File: src/rtl/spi_slave_cfg_pkg.sv
// Shared types and constants for the SPI slave configuration controller:
// FSM states, boot-table type/contents and the round-robin pick helper.
package spi_slave_cfg_pkg;

  localparam int unsigned reg_din_width_c = 8;
  localparam int unsigned boot_len_c      = 4;
  localparam int unsigned ack_timeout_c   = 16;

  typedef enum logic [1:0] {
    StBootIssue,
    StBootWait,
    StIdle,
    StRunWait
  } cfg_state_e;

  typedef logic [reg_din_width_c-1:0] boot_table_t [boot_len_c];

  localparam boot_table_t boot_table_c = '{8'hC3, 8'h1F, 8'h80, 8'h07};

  // One-hot winner of a 2-way request; i_ptr selects the favoured requester on a tie.
  function automatic logic [1:0] rr_pick(input logic [1:0] req, input logic ptr);
    logic [1:0] w_pick;
    w_pick = req;
    if (req == 2'b11) begin
      w_pick = ptr ? 2'b10 : 2'b01;
    end
    return w_pick;
  endfunction

endpackage

File: src/rtl/spi_slave_cfg_rr_arb.sv
// Two-way round-robin arbiter: combinational grant, pointer moves to the
// loser whenever a grant is taken.
module spi_slave_cfg_rr_arb
  import spi_slave_cfg_pkg::*;
(
  input  logic       i_clk,
  input  logic       i_rst,
  input  logic [1:0] i_req,
  input  logic       i_grant_en,
  output logic [1:0] o_grant
);

  logic r_ptr;

  assign o_grant = rr_pick(i_req, r_ptr);

  always_ff @(posedge i_clk) begin
    if (i_rst) begin
      r_ptr <= 1'b0;
    end else if (i_grant_en && (|o_grant)) begin
      // Granting requester 0 favours requester 1 next, and vice versa.
      r_ptr <= o_grant[0];
    end
  end

endmodule

File: src/rtl/spi_slave_cfg_ctrl.sv
// Register-port controller: issues the boot table after reset, then arbitrates
// runtime writes from two requesters, with busy gating and an ack timeout.
module spi_slave_cfg_ctrl
  import spi_slave_cfg_pkg::*;
#(
  parameter int unsigned reg_din_width_g = reg_din_width_c,
  parameter int unsigned boot_len_g      = boot_len_c,
  parameter int unsigned ack_timeout_g   = ack_timeout_c
) (
  input  logic                         i_clk,
  input  logic                         i_rst,
  input  logic                         i_spi_busy,
  input  logic [1:0]                   i_req_valid,
  input  logic [2*reg_din_width_g-1:0] i_req_din,
  output logic [1:0]                   o_req_done,
  output logic                         o_req_err,
  output logic [reg_din_width_g-1:0]   o_reg_din,
  output logic                         o_reg_din_val,
  input  logic                         i_reg_ack,
  output logic                         o_boot_done,
  output logic                         o_ack_err
);

  localparam int unsigned CntW = $clog2(ack_timeout_g + 1);
  localparam int unsigned IdxW = (boot_len_g > 1) ? $clog2(boot_len_g) : 1;
  localparam logic [CntW-1:0] CntLast = CntW'(ack_timeout_g - 1);
  localparam logic [IdxW-1:0] IdxLast = IdxW'(boot_len_g - 1);

  cfg_state_e                 r_state, w_state_nxt;
  logic [IdxW-1:0]            r_idx, w_idx_nxt;
  logic [CntW-1:0]            r_cnt, w_cnt_nxt;
  logic [1:0]                 r_gnt, w_gnt_nxt;
  logic [reg_din_width_g-1:0] r_din, w_din_nxt;
  logic                       r_val, w_val_nxt;
  logic [1:0]                 r_done, w_done_nxt;
  logic                       r_req_err, w_req_err_nxt;
  logic                       r_ack_err, w_ack_err_nxt;
  logic                       r_boot_done, w_boot_done_nxt;

  logic       w_grant_en;
  logic [1:0] w_grant;
  logic       w_ack_hit;
  logic       w_expire;

  assign w_grant_en = (r_state == StIdle) && r_boot_done && !i_spi_busy && (|i_req_valid);

  spi_slave_cfg_rr_arb u_rr_arb (
    .i_clk      (i_clk),
    .i_rst      (i_rst),
    .i_req      (i_req_valid),
    .i_grant_en (w_grant_en),
    .o_grant    (w_grant)
  );

  // An ack in the last counted cycle takes priority over the timeout.
  assign w_ack_hit = r_val && i_reg_ack;
  assign w_expire  = r_val && !i_reg_ack && (r_cnt == CntLast);

  always_comb begin
    w_state_nxt     = r_state;
    w_idx_nxt       = r_idx;
    w_cnt_nxt       = r_cnt;
    w_gnt_nxt       = r_gnt;
    w_din_nxt       = r_din;
    w_val_nxt       = r_val;
    w_done_nxt      = 2'b00;
    w_req_err_nxt   = 1'b0;
    w_ack_err_nxt   = 1'b0;
    w_boot_done_nxt = r_boot_done;

    unique case (r_state)
      StBootIssue: begin
        if (!i_spi_busy) begin
          w_din_nxt   = boot_table_c[r_idx];
          w_val_nxt   = 1'b1;
          w_cnt_nxt   = '0;
          w_state_nxt = StBootWait;
        end
      end
      StBootWait: begin
        if (w_ack_hit || w_expire) begin
          w_val_nxt     = 1'b0;
          w_ack_err_nxt = w_expire;
          if (r_idx == IdxLast) begin
            w_boot_done_nxt = 1'b1;
            w_state_nxt     = StIdle;
          end else begin
            w_idx_nxt   = r_idx + 1'b1;
            w_state_nxt = StBootIssue;
          end
        end else begin
          w_cnt_nxt = r_cnt + 1'b1;
        end
      end
      StIdle: begin
        if (w_grant_en) begin
          w_din_nxt   = w_grant[1] ? i_req_din[2*reg_din_width_g-1:reg_din_width_g]
                                   : i_req_din[reg_din_width_g-1:0];
          w_val_nxt   = 1'b1;
          w_cnt_nxt   = '0;
          w_gnt_nxt   = w_grant;
          w_state_nxt = StRunWait;
        end
      end
      StRunWait: begin
        if (w_ack_hit || w_expire) begin
          w_val_nxt     = 1'b0;
          w_done_nxt    = r_gnt;
          w_req_err_nxt = w_expire;
          w_ack_err_nxt = w_expire;
          w_state_nxt   = StIdle;
        end else begin
          w_cnt_nxt = r_cnt + 1'b1;
        end
      end
      default: begin
        w_state_nxt = StBootIssue;
      end
    endcase
  end

  always_ff @(posedge i_clk) begin
    if (i_rst) begin
      r_state     <= StBootIssue;
      r_idx       <= '0;
      r_cnt       <= '0;
      r_gnt       <= 2'b00;
      r_din       <= '0;
      r_val       <= 1'b0;
      r_done      <= 2'b00;
      r_req_err   <= 1'b0;
      r_ack_err   <= 1'b0;
      r_boot_done <= 1'b0;
    end else begin
      r_state     <= w_state_nxt;
      r_idx       <= w_idx_nxt;
      r_cnt       <= w_cnt_nxt;
      r_gnt       <= w_gnt_nxt;
      r_din       <= w_din_nxt;
      r_val       <= w_val_nxt;
      r_done      <= w_done_nxt;
      r_req_err   <= w_req_err_nxt;
      r_ack_err   <= w_ack_err_nxt;
      r_boot_done <= w_boot_done_nxt;
    end
  end

  assign o_reg_din     = r_din;
  assign o_reg_din_val = r_val;
  assign o_req_done    = r_done;
  assign o_req_err     = r_req_err;
  assign o_ack_err     = r_ack_err;
  assign o_boot_done   = r_boot_done;

endmodule
File: config.mk
export PLATFORM = sky130hd
export DESIGN_NAME = spi_slave_cfg_ctrl
export DESIGN_NICKNAME = d
export VERILOG_FILES = /design/src/rtl/spi_slave_cfg_pkg.sv /design/src/rtl/spi_slave_cfg_rr_arb.sv /design/src/rtl/spi_slave_cfg_ctrl.sv
export SDC_FILE = /design/constraint.sdc
export NUM_CORES = 1
export LEC_CHECK = 0
export ABC_AREA = 0
export CORE_ASPECT_RATIO = 0.5
export CORE_UTILIZATION = 45
export CTS_BUF_LIST = sky130_fd_sc_hd__clkbuf_8 sky130_fd_sc_hd__clkbuf_16
export DETAILED_ROUTE_END_ITERATION = 12
export GPL_ROUTABILITY_DRIVEN = 1
export PLACE_DENSITY = 0.75
export SYNTH_ARGS = -nofsm -noshare
export SYNTH_HDL_FRONTEND = slang
export SYNTH_SLANG_ARGS = --single-unit
File: constraint.sdc
create_clock -name i_clk -period 2.7 [get_ports i_clk]
set_input_delay 0.27 -clock i_clk [delete_from_list [all_inputs] [get_ports i_clk]]
set_output_delay 0.27 -clock i_clk [all_outputs]
set_load 0.02 [all_outputs]
# == Word-level counts from Yosys, hierarchy flattened ==
# Cells that the tools add are included.
# op_classes
add_sub_neg,2
order_cmp,1
eq_ne,12
n_mux,24
bitwise,5
reduce_logical,25
# ops
cell,count
$mux W8,5
$bmux W8 S2,1
$pmux W8 S2,1
$mux W5,3
$pmux W5 S3,1
$reduce_and A3 Y1,5
$mux W2,7
$reduce_or A2 Y1,5
$eq A2 B2 Y1 const B,4
$ne A2 B2 Y1 const B,4
$pmux W2 S4,1
$logic_and A1 B1 Y1,7
$add A5 B1 Y5 const B,1
$eq A5 B4 Y1 const B,1
$mux W1,4
$ne A2 B1 Y1 const B,2
$not A1 Y1,4
$reduce_and A4 Y1,1
$ge A3 B3 Y1 const B,1
$not A2 Y3,1
$pmux W1 S3,1
$reduce_or A3 Y1,1
$add A2 B1 Y2 const B,1
$eq A2 B1 Y1 const B,1
other kinds (5),6
# word_totals
ff_bits,26
in_bits,22
output_inout_bits,14

# == Logic depth before layout (Yosys ltp) ==
# depth
depth_word,6
depth_mapped,7
ltp_nobuf,7

# == Cells and area by module ==
# Synthesis repeated with hierarchy kept, for this count alone.
# unflattened
hier_cells,147
area_unflattened_um2,1307.5
# by_module_without_submodules
mod,instances,cells_per_inst,area_per_inst_um2
spi_slave_cfg_ctrl,1,140,1242.4
spi_slave_cfg_rr_arb,1,7,65.1

# == Worst setup path before layout ==
# OpenSTA, ideal clock, no wires.
# synth_timing
kind,reg2reg
startpoint,register r_cnt[0]
endpoint,register r_cnt[3]
arrival_ps,1834
t_required_ps,2626
path_slack_ps,792
stages_incl_launch_ff,8
period_less_slack_ps,1908
path_cell_list,dfxtp_1 > ha_1 > and3_1 > ha_1 > o21ai_1 > nand4_1 > or3b_1 > a31oi_1
# synth_via
elab_chain_len,5
# synth_rtl
element,line_no,source
start: declaration,spi_slave_cfg_ctrl.sv:31,"logic [CntW-1:0] r_cnt, w_cnt_nxt;"
start signal: assignment,spi_slave_cfg_ctrl.sv:137,r_cnt <= w_cnt_nxt;
"parallel branches: the longest is 5 deep, another holds $add A5 B1 Y5",--,
# Several ways; the timed one is not identified. The select of a mux whose other input is x is not followed.
# A chain may end at the register's enable or synchronous reset.

# == Final worst setup path ==
# Ends and elaborated chain as after synthesis.

==> results.json <==
{
  "synth_seq_cells": 26,
  "ir_drop_uv": 286,
  "nFillCells": 226,
  "required_ns": 2.90,
  "fp.dieH_um": 40.6,
  "finalHoldViolations": 0,
  "grt_usage": 0.204,
  "grt_antenna_before_repair": 0,
  "portBuffers": 35,
  "num_rows": 13,
  "die_area_mm2": 0.00322,
  "worstSetupStartpoint": "r_cnt[0]",
  "hpwl_mm": 2.22,
  "powerDensity_mw_per_mm2": 449,
  "die_x_um": 79.3,
  "vias_per_cell": 5.48,
  "yosysWarnings": 0,
  "busiest_layer": "met2",
  "critPathCaptureType": "flop",
  "first_pass_iters": 4,
  "slew_violations": 0,
  "maxCapViolations": 0,
  "crit_chain": "ha_1 > and3_1 > ha_1 > o21ai_1 > buf_4 > nand4_1 > or3b_1 > a31oi_1",
  "drt-total-wl_mm": 2.95,
  "cts.clk_slew.worst_paths_ns": 0.09,
  "grt_max_degree": 18,
  "worst_slew_pin_slew_ns": 0.655,
  "dpl.cell_count": 205,
  "nets": 202,
  "p_total_mw": 0.791,
  "crit_path_start_kind": "flop",
  "drc_errors": 0,
  "syn_area_mm2": 0.00134,
  "grtUsageMet3": 0.0489,
  "fin_worst_skew_ns": 0.00269,
  "cts_sinks": 26,
  "post-cts-setup-buffers": 0,
  "cts_tree": "built",
  "drt_iter0_markers": 55,
  "status": "finished, final reports clean",
  "rsz0062_at_grt": "no",
  "fmax_mhz": 510,
  "ios": 36,
  "crit_path_top_delay_cell": "or3b_1",
  "async_reset_ff_frac": 0,
  "htreeDepth": 1,
  "synthDistinctLibCells": 47,
  "max-slew-margin-rel": 0.563,
  "core_area_mm2": 0.00272,
  "p_leak_nw": 0.660,
  "cpPeakStageDelay_ns": 0.38,
  "antenna_cells": 0,
  "synth.avg_cell_area_um2": 9.74,
  "arrival_ns": 2.16,
  "grt_util_met1": 0.259,
  "grt_pass1_wl_mm": 4.75,
  "setup_viol": 0,
  "ys_dominant_reg_cell": "dfxtp_1",
  "post_cts_resized": 0,
  "finalCriticalPeriod_ns": 1.96,
  "start_util": 0.495,
  "min_period_over_period": 0.727,
  "drive_gt1_frac": 0.157,
  "yosysSeqAreaShare": 0.387,
  "dp_slack_ns": 0.607,
  "min_from": "r_gnt[1]",
  "cts_buffer_depth": 2,
  "r2r-start": "r_cnt[0]",
  "wl_per_cell_um": 14.1,
  "hold_path.class": "flop to flop",
  "cts_buffers": 3,
  "setup_tns_ns": 0,
  "timing.final.ws_setup_ns": 0.738,
  "synth_nets": 167,
  "via_count": 1145,
  "whs_ns": 0.454,
  "cpMostUsedCell": "ha_1",
  "grt_pass1_vias": 1000,
  "synthCells": 138,
  "antenna_left": 0,
  "gp_congestion": 0.788,
  "grt_util_met2": 0.356,
  "synth_edf_count": 0,
  "instances_no_fill": 209,
  "holdBufCountCts": 0,
  "overflow": 0,
  "worstSkewPairLatency_ns": 0.27,
  "critPathKind": "flop to flop",
  "root_buffer": "clkbuf_8",
  "syn_to_final_growth_pct": 31.3,
  "cp_max_fo": 6
}
## area by class of cell
type	count	area (um2)	share of cell area
clock buffers	4	55.1	0.0312
flip-flops and latches	26	520	0.295
inverters	7	26.3	0.0149
multi-input cells	97	743	0.421
well taps	37	46.3	0.0262
repair buffers	38	373	0.211
## metrics by stage
step / cell area, um2 / utilization
4_1_cts: 1760 / 0.649
3_5_place_dp: 1710 / 0.629
2_1_floorplan: 1340 / -
3_3_place_gp: 1710 / 0.629
5_1_grt: 1760 / 0.649
6_report: 1760 / 0.649
## state kept, by name, summed over array words and instances, names as in the netlist, 2 cells and up
register,cells
r_idx,2
r_gnt,2
o_reg_din,8
o_req_done,2
r_cnt,5
r_state,2
## routing by layer
| metal | share of wire | wire length, um |
|---|---|---|
| met1 | 0.49 | 1450 |
| met3 | 0.046 | 137 |
| met5 | 0 | 0 |
| met4 | 0.0071 | 21 |
| met2 | 0.45 | 1340 |
## worst paths after layout
kind | to | slack (ns) | depth (start not counted)
max | r_cnt[3] | 0.74 | 8
max reg2reg | r_cnt[3] | 0.74 | 8
min reg2reg | o_req_done[1] | 0.45 | 2
min | o_req_done[1] | 0.45 | 2
## cell usage after synthesis, types with 2 or more instances
library cell  number  area share
nand2_1            6       0.017
a311oi_1           4       0.026
clkbuf_1           4       0.011
a31oi_1           10       0.047
and4_1             3       0.020
inv_1              6       0.017
a21boi_0           2       0.011
buf_6              3       0.025
a21oi_1            5       0.019
nand3b_1           3       0.017
and3_1             2      0.0093
a211oi_1           2       0.011
mux2_2             3       0.025
nor2_1            14       0.039
ha_1               7       0.065
nor4b_1            3       0.020
a31o_2             2       0.013
o21a_1             2       0.011
dfxtp_1           26        0.39
and4_2             4       0.030
## power breakdown
part           switching (mW)  total [mW]  internal, mW
Clock                   0.122       0.252         0.130
Combinational          0.0576       0.126        0.0680
Sequential             0.0166       0.413         0.397
## logic make-up (layout without fill, tap and decap cells)
group,count (synthesis),count (layout),synth area share
AO/OA/AOI/OAI,35,35,0.206
multiplexers,4,4,0.0326
buffers and inverters,15,49,0.0596
flip-flops,26,26,0.387
AND/OR/NAND/NOR,49,49,0.237
adder cells (fa/ha/maj),7,7,0.0652
XOR/XNOR,2,2,0.0130
## placed cells by master (no fill, tap or decap), types with 2 or more instances in the layout
| cell type | count |
|---|---|
| nand2_1 | 6 |
| and4_1 | 3 |
| and4_2 | 4 |
| a31o_2 | 2 |
| buf_4 | 3 |
| o21a_1 | 2 |
| a211oi_1 | 2 |
| a21oi_1 | 5 |
| nand3b_1 | 3 |
| nor2_1 | 14 |
| mux2_2 | 3 |
| a31oi_1 | 10 |
| and3_1 | 2 |
| a311oi_1 | 4 |
| clkbuf_8 | 4 |
| ha_1 | 7 |
| a21boi_0 | 2 |
| clkdlybuf4s50_1 | 35 |
| dfxtp_1 | 26 |
| inv_1 | 6 |
| nor4b_1 | 3 |
## worst max-delay path, delay by kind of cell (launching register included)
family | cells | cell delay [ns]
AO/OA/AOI/OAI | 2 | 0.25
flip-flops | 1 | 0.36
AND/OR/NAND/NOR | 3 | 0.68
buffers and inverters | 1 | 0.16
adder cells (fa/ha/maj) | 2 | 0.44
Power figures use the tool's default switching activity.
